<file path="src/rtl/cpu_pkg.sv">
// Shared types and constants for the instruction fetch stage.
// Holds the npc_sel codes, the fetch FSM states, the reset PC and field positions.
package cpu_pkg;

   localparam logic [31:0] RESET_PC_DEF = 32'h0000_3000;

   typedef enum logic [1:0] {
      NPC_SEQ = 2'b00,
      NPC_BR  = 2'b01,
      NPC_J   = 2'b10,
      NPC_JR  = 2'b11
   } npc_sel_t;

   typedef enum logic [1:0] {
      FETCH = 2'd0,
      VALID = 2'd1,
      ERR   = 2'd2
   } state_t;

   localparam int OP_HI  = 31;
   localparam int OP_LO  = 26;
   localparam int RS_HI  = 25;
   localparam int RS_LO  = 21;
   localparam int RT_HI  = 20;
   localparam int RT_LO  = 16;
   localparam int RD_HI  = 15;
   localparam int RD_LO  = 11;
   localparam int SH_HI  = 10;
   localparam int SH_LO  = 6;
   localparam int FN_HI  = 5;
   localparam int FN_LO  = 0;
   localparam int IMM_HI = 15;
   localparam int IMM_LO = 0;
   localparam int TGT_HI = 25;
   localparam int TGT_LO = 0;

   // Branch displacement: sign-extended word offset.
   function automatic logic [31:0] br_ofs(input logic [15:0] imm);
      return {{14{imm[15]}}, imm, 2'b00};
   endfunction

endpackage

</file>
<file path="src/rtl/ifetch_unit_if.sv">
// Instruction memory req/ack bus.
// master: fetch unit (req, addr out; ack, rdata in). slave: memory.
interface ifetch_unit_if;

   logic        imem_req;
   logic [31:0] imem_addr;
   logic        imem_ack;
   logic [31:0] imem_rdata;

   modport master (
      output imem_req,
      output imem_addr,
      input  imem_ack,
      input  imem_rdata
   );

   modport slave (
      input  imem_req,
      input  imem_addr,
      output imem_ack,
      output imem_rdata
   );

endinterface

</file>
<file path="src/rtl/ifetch_unit_npc_calc.sv">
// Combinational next-PC select: seq, branch, jump, jump-register.
// In: pc_plus4, npc_sel, br_taken, imm16, target26, jr_addr. Out: next_pc.
module npc_calc
   import cpu_pkg::*;
(
   input  logic [31:0] pc_plus4,
   input  logic [1:0]  npc_sel,
   input  logic        br_taken,
   input  logic [15:0] imm16,
   input  logic [25:0] target26,
   input  logic [31:0] jr_addr,
   output logic [31:0] next_pc
);

   always_comb begin
      next_pc = pc_plus4;
      unique case (npc_sel)
         NPC_SEQ: next_pc = pc_plus4;
         NPC_BR: begin
            if (br_taken)
               next_pc = pc_plus4 + br_ofs(imm16);
         end
         NPC_J:   next_pc = {pc_plus4[31:28], target26, 2'b00};
         NPC_JR:  next_pc = jr_addr;
         default: next_pc = pc_plus4;
      endcase
   end

endmodule

</file>
<file path="src/rtl/ifetch_unit.sv">
// Instruction fetch + field split: PC, req/ack fetch FSM, instr register.
// Ports: clk, reset, imem (master), adv/npc_sel/br_taken/jr_addr control,
// instr_valid, instr, pc, pc_plus4, op..target26 fields.
// IFU_ALIGN_CHECK_EN adds misalign_err and a sticky ERR state.
module ifetch_unit
   import cpu_pkg::*;
#(
   parameter logic [31:0] RESET_PC = RESET_PC_DEF
)(
   input  logic         clk,
   input  logic         reset,
   ifetch_unit_if.master imem,
   input  logic         adv,
   input  logic [1:0]   npc_sel,
   input  logic         br_taken,
   input  logic [31:0]  jr_addr,
   output logic         instr_valid,
   output logic [31:0]  instr,
   output logic [31:0]  pc,
   output logic [31:0]  pc_plus4,
   output logic [5:0]   op,
   output logic [5:0]   funct,
   output logic [4:0]   rs,
   output logic [4:0]   rt,
   output logic [4:0]   rd,
   output logic [4:0]   shamt,
   output logic [15:0]  imm16,
   output logic [25:0]  target26
`ifdef IFU_ALIGN_CHECK_EN
   ,
   output logic         misalign_err
`endif
);

   state_t      state, state_n;
   logic [31:0] pc_n, instr_n, next_pc;

`ifdef IFU_ALIGN_CHECK_EN
   logic err_q, err_n;
   assign misalign_err = err_q;
`else
   logic unused_lsb;
   assign unused_lsb = ^next_pc[1:0];
`endif

   assign pc_plus4       = pc + 32'd4;
   assign imem.imem_addr = pc;

   assign op       = instr[OP_HI:OP_LO];
   assign rs       = instr[RS_HI:RS_LO];
   assign rt       = instr[RT_HI:RT_LO];
   assign rd       = instr[RD_HI:RD_LO];
   assign shamt    = instr[SH_HI:SH_LO];
   assign funct    = instr[FN_HI:FN_LO];
   assign imm16    = instr[IMM_HI:IMM_LO];
   assign target26 = instr[TGT_HI:TGT_LO];

   npc_calc u_npc (
      .pc_plus4 (pc_plus4),
      .npc_sel  (npc_sel),
      .br_taken (br_taken),
      .imm16    (imm16),
      .target26 (target26),
      .jr_addr  (jr_addr),
      .next_pc  (next_pc)
   );

   always_ff @(posedge clk or posedge reset) begin
      if (reset) begin
         state <= FETCH;
         pc    <= RESET_PC;
         instr <= '0;
`ifdef IFU_ALIGN_CHECK_EN
         err_q <= 1'b0;
`endif
      end else begin
         state <= state_n;
         pc    <= pc_n;
         instr <= instr_n;
`ifdef IFU_ALIGN_CHECK_EN
         err_q <= err_n;
`endif
      end
   end

   always_comb begin
      state_n       = state;
      pc_n          = pc;
      instr_n       = instr;
      imem.imem_req = 1'b0;
      instr_valid   = 1'b0;
`ifdef IFU_ALIGN_CHECK_EN
      err_n         = err_q;
`endif
      unique case (state)
         FETCH: begin
            // Drop req the moment reset rises, not at the next edge.
            imem.imem_req = ~reset;
            if (imem.imem_ack) begin
               instr_n = imem.imem_rdata;
               state_n = VALID;
            end
         end
         VALID: begin
            instr_valid = 1'b1;
            if (adv) begin
`ifdef IFU_ALIGN_CHECK_EN
               pc_n = next_pc;
               if (next_pc[1:0] != 2'b00) begin
                  state_n = ERR;
                  err_n   = 1'b1;
               end else begin
                  state_n = FETCH;
               end
`else
               pc_n    = {next_pc[31:2], 2'b00};
               state_n = FETCH;
`endif
            end
         end
         default: begin
            // ERR: parked until reset.
            state_n = state;
         end
      endcase
   end

endmodule

</file>
<file path="src/flat_wrapper.sv">
// flat-port wrapper written by rule: the top's interface ports become plain ports
module ifetch_unit_flat import cpu_pkg::*;
#(
   parameter logic [31:0] RESET_PC = RESET_PC_DEF
)
  (clk, reset, adv, npc_sel, br_taken, jr_addr, instr_valid, instr, pc, pc_plus4, op, funct, rs, rt, rd, shamt, imm16, target26, imem_imem_req, imem_imem_addr, imem_imem_ack, imem_imem_rdata);
  ifetch_unit_if imem_i ();
  input  logic clk;
  input  logic reset;
  input  logic adv;
  input  logic [1:0] npc_sel;
  input  logic br_taken;
  input  logic [31:0] jr_addr;
  output logic instr_valid;
  output logic [31:0] instr;
  output logic [31:0] pc;
  output logic [31:0] pc_plus4;
  output logic [5:0] op;
  output logic [5:0] funct;
  output logic [4:0] rs;
  output logic [4:0] rt;
  output logic [4:0] rd;
  output logic [4:0] shamt;
  output logic [15:0] imm16;
  output logic [25:0] target26;
  output wire logic [$bits(imem_i.imem_req)-1:0] imem_imem_req;
  output wire logic [$bits(imem_i.imem_addr)-1:0] imem_imem_addr;
  input wire logic [$bits(imem_i.imem_ack)-1:0] imem_imem_ack;
  input wire logic [$bits(imem_i.imem_rdata)-1:0] imem_imem_rdata;
  assign imem_imem_req = imem_i.imem_req;
  assign imem_imem_addr = imem_i.imem_addr;
  assign imem_i.imem_ack = imem_imem_ack;
  assign imem_i.imem_rdata = imem_imem_rdata;
  ifetch_unit #(.RESET_PC(RESET_PC)) u_core (.clk(clk), .reset(reset), .imem(imem_i), .adv(adv), .npc_sel(npc_sel), .br_taken(br_taken), .jr_addr(jr_addr), .instr_valid(instr_valid), .instr(instr), .pc(pc), .pc_plus4(pc_plus4), .op(op), .funct(funct), .rs(rs), .rt(rt), .rd(rd), .shamt(shamt), .imm16(imm16), .target26(target26));
endmodule
</file>
<file path="config.mk">
export PLATFORM = sky130hd
export DESIGN_NAME = ifetch_unit_flat
export DESIGN_NICKNAME = d
export VERILOG_FILES = /design/src/rtl/cpu_pkg.sv /design/src/rtl/ifetch_unit_if.sv /design/src/rtl/ifetch_unit_npc_calc.sv /design/src/rtl/ifetch_unit.sv /design/src/flat_wrapper.sv
export SDC_FILE = /design/constraint.sdc
export NUM_CORES = 1
export LEC_CHECK = 0
export ABC_AREA = 1
export ABC_CLOCK_PERIOD_IN_PS = 2800
export BUFFER_PORTS_ARGS = -buffer_cell sky130_fd_sc_hd__buf_2
export CELL_PAD_IN_SITES_DETAIL_PLACEMENT = 0
export CELL_PAD_IN_SITES_GLOBAL_PLACEMENT = 1
export CORE_MARGIN = 2
export CORE_UTILIZATION = 31
export DETAILED_ROUTE_END_ITERATION = 8
export GPL_ROUTABILITY_DRIVEN = 0
export HOLD_SLACK_MARGIN = 0.03
export PLACE_DENSITY = 0.84
export SLEW_MARGIN = 20
export SYNTH_ARGS = -nofsm -noshare
export SYNTH_HDL_FRONTEND = slang
export SYNTH_SLANG_ARGS = --single-unit
</file>
<file path="constraint.sdc">
create_clock -name clk -period 2.8 [get_ports clk]
set_clock_uncertainty 0.15 [all_clocks]
set_input_delay 0.28 -clock clk [delete_from_list [all_inputs] [get_ports clk]]
set_output_delay 0.28 -clock clk [all_outputs]
set_load 0.005 [all_outputs]
</file>
## Yosys cells after proc, flatten, opt, wreduce, memory -nomap -nowiden

Cells that the tools add are included.

| storage, ports and cells | value |
|---|---|
| flip-flop bits (word level) | 64 |
| input port bits | 71 |
| output and inout port bits | 204 |

| operators by class | value |
|---|---|
| add/subtract/negate cells | 2 |
| eq/ne operators | 6 |
| multiplexer cells | 7 |
| bitwise gates (word level) | 1 |
| reductions and logical operators | 6 |

Operators with widths:

| kind | count |
|---|---|
| $pmux 32 s4 | 1 |
| $add 32x3->32 const B | 1 |
| $add 32x32->32 | 1 |
| $mux 32 | 1 |
| $eq 2x1->1 const B | 2 |
| $eq 2x2->1 const B | 2 |
| $logic_not 2->1 | 2 |
| $mux 2 | 2 |
| $ne 2x2->1 const B | 2 |
| $pmux 2 s2 | 1 |
| $reduce_and 2->1 | 2 |
| $reduce_and 3->1 | 1 |
| $mux 1 | 2 |
| $reduce_bool 2->1 | 1 |
| $not 1->1 | 1 |

## Depth between registers and ports, before layout

| depth | value |
|---|---|
| depth in word-level cells | 4 |
| depth in mapped cells | 25 |
| gate-level depth less buffers | 25 |

## Hierarchy

Synthesis repeated with hierarchy kept, for this count alone.

| second synthesis, totals | value |
|---|---|
| cells, all modules | 1173 |
| area total of the unflattened synthesis | 7454.6 µm² |

Modules (own cells, without submodules):

| module | instances | cells each | area each (µm²) | seq. area each (µm²) |
|---|---|---|---|---|
| ifetch_unit | 1 | 444 | 3998.8 | 1579.0 |
| npc_calc | 1 | 729 | 3455.8 | 0.0 |

## Least setup slack after synthesis

No wires, ideal clock.

| timing | value |
|---|---|
| path kind | reg-to-reg |
| start point | register u_core.pc[12], in the netlist u_core.imem.imem_addr[12] |
| end point | register u_core.pc[30], in the netlist u_core.imem.imem_addr[30] |
| arrival | 2.705 ns |
| setup slack | -0.168 ns |
| cell stages (with the launch flop) | 21 |
| buffers on the path | 0 |
| clock period less this slack | 2.968 ns |
| cells stage by stage | dfstp_2 nand2_1 nor2_1 nand2_2 nor2_8 nand2_4 nor2_8 nand3_1 and2_1 ha_1 inv_1 nor3_1 nand2_1 nor4_1 nand2_1 nand2_1 nand2_1 nand3_1 nand3_1 nand2_1 inv_1 |

| on the way | value |
|---|---|
| cells in the longest elaborated chain, start to end | 4 |

RTL lines:

| element | line | text |
|---|---|---|
| start: declaration | ifetch_unit.sv:19 | `output logic [31:0] pc,` |
| start signal: assignment | ifetch_unit.sv:78 | `pc <= pc_n;` |
| $add 32x3->32 | ifetch_unit.sv:46 | `assign pc_plus4 = pc + 32'd4;` |
| net pc_plus4[29] | flat_wrapper.sv:17 | `output logic [31:0] pc_plus4;` |
| $add 32x32->32 | ifetch_unit_npc_calc.sv:21 | `next_pc = pc_plus4 + br_ofs(imm16);` |
| $mux 32 | ifetch_unit_npc_calc.sv:20 | `if (br_taken)` |
| $pmux 32 s4 | ifetch_unit_npc_calc.sv:17 | `unique case (npc_sel)` |

The timed path passes the listed nets, and every way through them passes these cells.
A chain may end at the register's enable or synchronous reset.

## Final worst setup path

| timing | value |
|---|---|
| start point | register u_core.pc[12], in the netlist u_core.imem.imem_addr[12] |
| end point | register u_core.pc[20], in the netlist u_core.imem.imem_addr[20] |

| on the way | value |
|---|---|
| cells in the longest elaborated chain, start to end | 4 |

RTL lines:

| element | line |
|---|---|
| $add 32x3->32 (*) | ifetch_unit.sv:46 |
| $add 32x32->32 | ifetch_unit_npc_calc.sv:21 |
| $mux 32 | ifetch_unit_npc_calc.sv:20 |
| $pmux 32 s4 (*) | ifetch_unit_npc_calc.sv:17 |

Every way passes the cells marked *; elsewhere a longest branch is shown, timed or not.

==> metrics <==
final instance area=0.0114 sq mm; Post-synth top flop=dfrtp_1; NumNets Final=1616; period utilization=111%; Worst path max stage delay=~0.55 ns; post-synthesis compound-gate area fraction=10.3%; GRT Overall Usage=24.6%; CTS Buf Count=9; RSZ-0062 raised after global routing=yes; fmax=322 MHz; status=finished with violations; core area=0.0225 sq mm; Clock Power Share=about a tenth; cell count after synthesis=~1100; Final Non-Filler Cells=1800; post-synthesis mux area share=under 10%; Die W=155 microns; Final Hold Fails=0; Initial Utilization=31.4%; top-area cell type share of the netlist area=21.6%; simple-gate share of the synthesized area=32.6%; most frequent CP cell=nand2_1; CTS tree=yes; detailed-route wire length per cell=roughly 17 microns; dpl cell area=about 0.0094 sq mm; violated checks=setup timing; Final Max Slew Viols=0; Syn Area/Cell=6.40 sq um; sequential share of power=a little over an eighth; full die area=between 0.02 and 0.025 sq mm; Worst VDD drop=between 0.5 and 0.6 mV; DR vias/cell=4.87; XOR/XNOR share of the synthesized area=2.46%; main combinational cell family by area after synthesis=simple AND/OR/NAND/NOR gates; first-pass GRT wire length=roughly 46 mm; Comb power frac=77.0%; Total Power=about 11 mW; hpwl dp=23.3 mm; Startpoint Class=flip-flop; largest area contributor in the netlist=dfrtp_1; share of post-route cells with drive strength above 1=50.2%; MaxCap Viol Count=0; root cell of the clock tree=clkbuf_16; Clock Pin Slew Worst Setup and Hold Paths=0.06 ns; Largest delay share family, worst path=simple AND/OR/NAND/NOR gates; Synth Area in Adders=6.29%; Vias=8773; clock sink count=between 60 and 70; sequential element share of the synthesized area=22.3%; Setup WS post-layout=-0.304 ns; ANT cells=0; Area contributors post-synth=dfrtp_1, nand2_1, buf_4; DP Cell Count=between 1500 and 2000; EDFF count, synth=0; Row Count=55; DR pass1 iterations=5; cell area after synthesis=a little over 0.007 sq mm; Syn-to-layout area delta=61.7%; Bufs and invs on worst path=4; Final setup viols=23; Crit. End Element=flip-flop; H-Tree Depth=3; worst skew pair latency=0.35 ns; maximum root-to-sink buffer count=2; Switch Pwr=between 5 and 6 mW; DRT iter0 DRCs=552; Max transition margin=50.1%; power per cell area=1000 mW/mm^2; count of cell types in the netlist=47; FF+latch count, synth=between 60 and 70; CP required=2.88 ns; ANT nets after route=0; vias in the first global route=~8300; Ports=275; CP cell instances=nand2_2 > nor2_2 > nand2_2 > nor2_8 > buf_4 > xnor2_2 > inv_2 > ha_2 > nand2_2 > inv_2 > nand2_2 > buf_4 > nor2_1 > nand2_1 > nand3_1 > nand3_1 > nand2_1 > nand2_1 > nand2_1 > nand2_1; CP max stage cell=dfstp_2; Routed WL=30.5 mm; Internal Power=6.12 mW; leakage=between 6 and 7 nW; die height=155 microns; Hold Crit Class=in2reg; CP arrival=3.19 ns; min Tclk post-route=just over 3 ns; fraction of registers with async set/reset=between 90% and 100%; Overflow after GRT=0; Port Buffers=266; Yosys warning total=0; Sw Ratio=46.7%; post-layout util=50.8%; # DRC=0; largest net degree at the start of global routing=34; initial antenna violation count=0; CP max FO=6; worst slew pin tran=0.747 ns; final hold slack=between 0.08 and 0.09 ns; critical path type=reg2reg
==> timing repair <==
| item | in CTS | in global routing |
|---|---|---|
| pin swaps | 31 | 39 |
| setup buffers | 25 | 15 |
| endpoints found under the hold margin | 61 | 0 |
| endpoints found under the setup margin | 25 | 25 |
| gates cloned | 0 | 0 |
| resized for setup | 150 | 103 |
| hold buffers | 34 | 0 |
==> final timing paths <==
check	endpoint	start	depth (start not counted)	slack [ns]
worst max-delay path	u_core.imem.imem_addr[20]	u_core.imem.imem_addr[12]	20	-0.30
worst min-delay path	u_core.imem.imem_addr[2]	jr_addr[2]	3	0.09
worst max register to register	u_core.imem.imem_addr[20]	u_core.imem.imem_addr[12]	20	-0.30
worst min register to register	u_core.instr[31]	u_core.instr[31]	1	0.38
max in group asynchronous	u_core.imem.imem_addr[5]	reset	4	1.34
min in group asynchronous	u_core.instr[15]	reset	3	0.49
==> layout by cell type (no fill, tap or decap), types with 4 or more instances in the layout <==
master / n
a21oi_1: 33
a21oi_2: 12
a21oi_4: 6
a221oi_1: 5
and2_4: 4
buf_2: 266
buf_4: 207
buf_6: 10
clkbuf_16: 9
conb_1: 6
dfrtp_1: 58
dlygate4sd3_1: 34
ha_1: 5
ha_4: 28
inv_1: 133
inv_2: 22
mux2_2: 30
nand2_1: 284
nand2_2: 47
nand2_4: 15
nand3_1: 69
nand3_2: 15
nand4_1: 13
nor2_1: 42
nor2_2: 14
nor2_4: 11
nor3_2: 6
o21ai_0: 35
o21ai_1: 10
o21ai_2: 9
o21bai_1: 4
xnor2_2: 5
xor2_2: 4
xor2_4: 5
==> cell type report <==
cell class,instances,area [sq um]
Clock inverter,4,28.8
Multi-Input combinational cell,759,5220
Fill cell,2085,11100
Timing Repair Buffer,520,3400
Inverter,157,589
Sequential cell,63,1580
Tap cell,285,357
Clock buffer,12,267
==> state kept, by name, summed over array words and instances (netlist names) <==
signal and flops:
u_core.imem.imem_addr 30, u_core.instr 32, u_core.state 1
==> power by group through the flow <==
stage               clock [mW]  sequential [mW]  combinational [mW]
floorplan                    0             1.57                3.58
global placement             0             1.47                6.55
detailed placement           0             1.48                6.61
CTS                       1.16             1.49                7.90
global route              1.20             1.55                9.55
finish                    1.13             1.51                8.82
==> Yosys cell counts (9+ instances only) <==
cell type / n
nor3_1: 9
ha_1: 34
xor2_1: 12
nor2_1: 63
nand4_1: 13
nand2_1: 340
o21ai_0: 49
nand3_1: 84
mux2_2: 30
inv_1: 154
buf_4: 110
a21oi_1: 51
dfrtp_1: 61
clkbuf_1: 20
==> stage by stage <==
| step | setup slack, ns | setup TNS, ns |
|---|---|---|
| after global placement | -0.554 | -7.82 |
| after floorplan | -0.0577 | -0.0952 |
| after CTS | -0.256 | -3.50 |
| after detailed placement | -0.567 | -9.22 |
| after global routing | -0.509 | -8.91 |
| final | -0.304 | -4.61 |
==> tightest hold or removal path: cells and delay by family <==
| kind | cells | cell delay [ns] |
|---|---|---|
| buffers and inverters | 1 | 0.10 |
| AND/OR/NAND/NOR | 1 | 0.06 |
| AO/OA/AOI/OAI | 1 | 0.11 |
==> metal layers <==
layer / vias up / share of wire [%] / GRT usage, %
met1: 4150 / 42 / 31.8
met4: 0 / 2.5 / 5.95
li1: 4229 / - / -
met2: 344 / 49 / 43.3
met5: - / 0 / 0
met3: 50 / 5.8 / 3.59
==> logic make-up after synthesis <==
group,count (synthesis)
flops,63
fa+ha+maj,35
xor+xnor,19
compound gates,131
simple gates,538
other cells,1
buf+inv,289
mux,30
Power figures use the tool's default switching activity.
